--- src/rtl/shift_rotate_pkg.sv ---
// Shared constants for the shift/rotate unit: opcode encodings, default width
// and opcode classification helpers.
package shift_rotate_pkg;

  localparam int SR_WIDTH = 8;

  localparam logic [2:0] OP_LSL = 3'b000;
  localparam logic [2:0] OP_LSR = 3'b001;
  localparam logic [2:0] OP_ASL = 3'b010;
  localparam logic [2:0] OP_ASR = 3'b011;
  localparam logic [2:0] OP_ROL = 3'b100;
  localparam logic [2:0] OP_ROR = 3'b101;

  // Opcodes 110/111 have no operation assigned and pass the operand through.
  function automatic logic sr_op_reserved(input logic [2:0] op);
    return (op == 3'b110) || (op == 3'b111);
  endfunction

endpackage

--- src/rtl/shift_rotate_core.sv ---
// Combinational single-bit shift/rotate datapath: opcode selects the result
// and the bit shifted or rotated out.
module shift_rotate_core
  import shift_rotate_pkg::*;
#(
  parameter int WIDTH = SR_WIDTH
) (
  input  logic [WIDTH-1:0] a,
  input  logic [2:0]       opcode,
  output logic [WIDTH-1:0] result,
  output logic             carry
);

  // Opcode decode; reserved codes fall to the pass-through default.
  always_comb begin
    result = a;
    carry  = 1'b0;
    case (opcode)
      OP_LSL, OP_ASL: begin
        result = {a[WIDTH-2:0], 1'b0};
        carry  = a[WIDTH-1];
      end
      OP_LSR: begin
        result = {1'b0, a[WIDTH-1:1]};
        carry  = a[0];
      end
      OP_ASR: begin
        result = {a[WIDTH-1], a[WIDTH-1:1]};
        carry  = a[0];
      end
      OP_ROL: begin
        result = {a[WIDTH-2:0], a[WIDTH-1]};
        carry  = a[WIDTH-1];
      end
      OP_ROR: begin
        result = {a[0], a[WIDTH-1:1]};
        carry  = a[0];
      end
      default: begin
        result = a;
        carry  = 1'b0;
      end
    endcase
  end

endmodule

--- src/rtl/shift_rotate.sv ---
// Registered shift/rotate unit: one-cycle latency, result/carry/zero held
// while no new operand is accepted.
module shift_rotate
  import shift_rotate_pkg::*;
#(
  parameter int WIDTH = SR_WIDTH
) (
  input  logic             clk,
  input  logic             rst,
  input  logic             in_valid,
  input  logic [WIDTH-1:0] a,
  input  logic [2:0]       opcode,
  output logic [WIDTH-1:0] result,
  output logic             carry_out,
  output logic             zero,
  output logic             out_valid
);

  logic [WIDTH-1:0] w_result;
  logic             w_carry;
  logic             w_zero;

  logic [WIDTH-1:0] r_result;
  logic             r_carry;
  logic             r_zero;
  logic             r_valid;

  shift_rotate_core #(
    .WIDTH (WIDTH)
  ) u_core (
    .a      (a),
    .opcode (opcode),
    .result (w_result),
    .carry  (w_carry)
  );

  assign w_zero = ~|w_result;

  // Output register stage; reset wins over a same-cycle operand.
  always_ff @(posedge clk) begin
    if (rst) begin
      r_result <= {WIDTH{1'b0}};
      r_carry  <= 1'b0;
      r_zero   <= 1'b0;
      r_valid  <= 1'b0;
    end else if (in_valid) begin
      r_result <= w_result;
      r_carry  <= w_carry;
      r_zero   <= w_zero;
      r_valid  <= 1'b1;
    end else begin
      r_valid  <= 1'b0;
    end
  end

  assign result    = r_result;
  assign carry_out = r_carry;
  assign zero      = r_zero;
  assign out_valid = r_valid;

endmodule

--- config.mk ---
export PLATFORM = sky130hd
export DESIGN_NAME = shift_rotate
export DESIGN_NICKNAME = d
export VERILOG_FILES = /design/src/rtl/shift_rotate_pkg.sv /design/src/rtl/shift_rotate_core.sv /design/src/rtl/shift_rotate.sv
export SDC_FILE = /design/constraint.sdc
export NUM_CORES = 1
export LEC_CHECK = 0
export ABC_AREA = 1
export BUFFER_PORTS_ARGS = -buffer_cell sky130_fd_sc_hd__buf_2
export CAP_MARGIN = 0
export CORE_MARGIN = 5
export CORE_UTILIZATION = 46
export CTS_CLUSTER_DIAMETER = 200
export CTS_CLUSTER_SIZE = 28
export DETAILED_ROUTE_END_ITERATION = 16
export HOLD_SLACK_MARGIN = 0.05
export PLACE_DENSITY = 0.86
export SYNTH_ARGS = -nofsm -noshare
export SYNTH_HDL_FRONTEND = slang
export SYNTH_SLANG_ARGS = --single-unit
--- constraint.sdc ---
create_clock -name clk -period 1.25 [get_ports clk]
set_input_delay 0.25 -clock clk [delete_from_list [all_inputs] [get_ports clk]]
set_output_delay 0.25 -clock clk [all_outputs]
set_load 0.02 [all_outputs]
==> metrics.yaml <==
run_status:
  outcome: "finished, final reports clean"
layout:
  diodes: 0
  area_growth_pct: 23.3
  layout-drive-gt1-share: 0.276
  fin_nets: 138
  layout_common_cells: "buf_2, nand3_1, nand2_1"
  fillers: 129
  final_common_cell: "buf_2"
  final_util: 0.606
worst_setup_path:
  worstRegToRegCells: 2
  path_class: "reg2out"
  reg2reg_to: "result[0]$_SDFFE_PP0P_"
  critPathTopFamily: "flip-flops"
  worstSetupStartpointType: "flop"
  max_stage_delay_ns: 0.35
  cp_max_fo: 2
  crit_arrival_ns: 0.80
  critical_path_required_ns: 1.00
  crit_path_end_kind: "output pin"
  reg2reg_slack_ns: 0.60
  crit_slowest_cell: "dfxtp_1"
  timing.rr.start: "result[0]$_SDFFE_PP0P_"
  crit_buf_inv: 1
  worstPathCellList: "buf_2"
drt:
  ant_nets: 0
  drtIter0Drc: 26
  drc: 0
  drt-met1-wl_um: 650
  wire_per_inst_um: 12.4
  maxUsedRoutingLayer: "met4"
  vias: 745
  routed_wl_um: 1720
  avgViaCountPerCell: 5.40
  wl_met3_um: 78
  wl_met2_um: 949
  first_pass_iters: 4
timing:
  rsz0062_at_grt: "no"
  fmax_mhz: 954
  finClkSkew_ns: 0
  max-slew-margin-rel: 0.832
  fin_tns_setup_ns: 0
  finalCritPeriodShare: 0.839
  worst_slew_pin_slew_ns: 0.252
  drv_slew: 0
  setup_viol: 0
  period_minus_slack_ns: 1.05
  finalHoldViolCount: 0
logic_synthesis:
  yosysWarningCount: 0
  ys_seq_area_frac: 0.344
  synth_nets: 111
  syn_avg_cell_area_um2: 6.59
  ys_types: 18
  syn_area_um2: 639
  netlist_instances: 97
  ys_ff_latch: 11
floorplan:
  die_y_um: 47.3
  dieArea_um2: 2240
  initial_core_util: 0.491
  die_w_um: 47.3
  boundaryPins: 25
  std_cell_rows: 13
  core-area_um2: 1300
global_route:
  grt_pass1_vias: 685
  grt_max_degree: 18
  antenna_found_initial: 0
  grt_pass1_wl_um: 2830
  grt-ovfl-total: 0
  grt.total_usage: 0.181
clocking:
  cts_tree: "built"
  clk_latency_ns: 0.28
  cts_buffer_depth: 2
  cts-buffers-inserted: 3
  root_buffer: "clkbuf_4"
  cts_hold_buffers: 0
  h-tree-depth: 1
  post_cts_resized: 0
  cts_setup_buffers: 0
  path_clk_slew_ns: 0.07
  cts.sinks: 11
place:
  portBuffers: 24
  place_congestion: 0.929
  hpwl_um: 1350
job:
  max_cap_viol_count: 0
pwr:
  powerDensity_nw_per_um2: 1080
  p_leak_nw: 0.446
  ir_worst_vdd_uv: 622
hold_path:
  hold_path_end: "zero$_SDFFE_PP0P_"
  hold_path.startpoint: "rst"
  hp-class: "in2reg"
  holdPathStages: 2
==> flip-flops by register name, summed over array words and instances, names as in the netlist <==
register   cells
out_valid      1
result         8
zero           1
carry_out      1
==> cells by family after synthesis <==
logic type             Yosys count  share of synthesized area
buffers and inverters           19                      0.141
AND/OR/NAND/NOR                 48                      0.335
flip-flops                      11                      0.344
AO/OA/AOI/OAI                   19                      0.180
==> where the power goes <==
part | total [mW] | internal [mW] | switching [mW]
Combinational | 0.212 | 0.0751 | 0.137
Clock | 0.256 | 0.124 | 0.132
Sequential | 0.385 | 0.375 | 0.0106
Total | 0.853 | 0.574 | 0.280
==> final cells by class <==
type	count	area, um^2	share of cell area
multi-input cells	67	329	0.417
inverters	15	58.8	0.0746
clock buffers	4	26.3	0.0333
well taps	15	18.8	0.0238
flip-flops and latches	11	220	0.279
repair buffers	26	135	0.171
==> routing by layer <==
| metal | vias up | GRT usage |
|---|---|---|
| li1 | 372 | - |
| met4 | 0 | 0.0773 |
| met3 | 4 | 0.0613 |
| met1 | 344 | 0.194 |
| met2 | 25 | 0.318 |
| met5 | - | 0 |
==> metrics by stage <==
stage | hold slack, ns | total power, mW | worst slack, ns | instances | area (um^2)
6_report | 0.155 | 0.853 | 0.201 | 138 | 788
3_3_place_gp | 0.438 | 0.594 | 0.0652 | 134 | 762
4_1_cts | 0.150 | 0.854 | 0.197 | 138 | 788
3_5_place_dp | 0.451 | 0.603 | -0.0107 | 134 | 762
2_1_floorplan | 0.312 | 0.532 | 0.245 | 97 | 639
5_1_grt | 0.156 | 0.894 | 0.153 | 138 | 788
==> how the worst max path moves through the flow <==
stage | end | from | slack, ns | depth (start not counted)
2_1_floorplan | zero$_SDFFE_PP0P_ | opcode[0] | 0.25 | 10
3_3_place_gp | zero$_SDFFE_PP0P_ | opcode[2] | 0.07 | 10
6_report | result[0] | result[0]$_SDFFE_PP0P_ | 0.20 | 1
3_5_place_dp | zero$_SDFFE_PP0P_ | opcode[1] | -0.01 | 10
4_1_cts | result[0] | result[0]$_SDFFE_PP0P_ | 0.20 | 1
5_1_grt | zero$_SDFFE_PP0P_ | opcode[2] | 0.15 | 10
==> synthesized netlist by cell type, drive strengths merged <==
| master | count | area (um^2) |
|---|---|---|
| inv | 15 | 58.8 |
| o211a | 1 | 10.0 |
| o21ai | 7 | 35.0 |
| nand2 | 19 | 78.8 |
| o211ai | 1 | 12.5 |
| nand3 | 19 | 95.1 |
| dfxtp | 11 | 220 |
| a21oi | 9 | 48.8 |
| nor2 | 9 | 33.8 |
| nand4 | 1 | 6.26 |
| o221ai | 1 | 8.76 |
| buf | 3 | 27.5 |
| clkbuf | 1 | 3.75 |
Power figures use the tool's default switching activity.
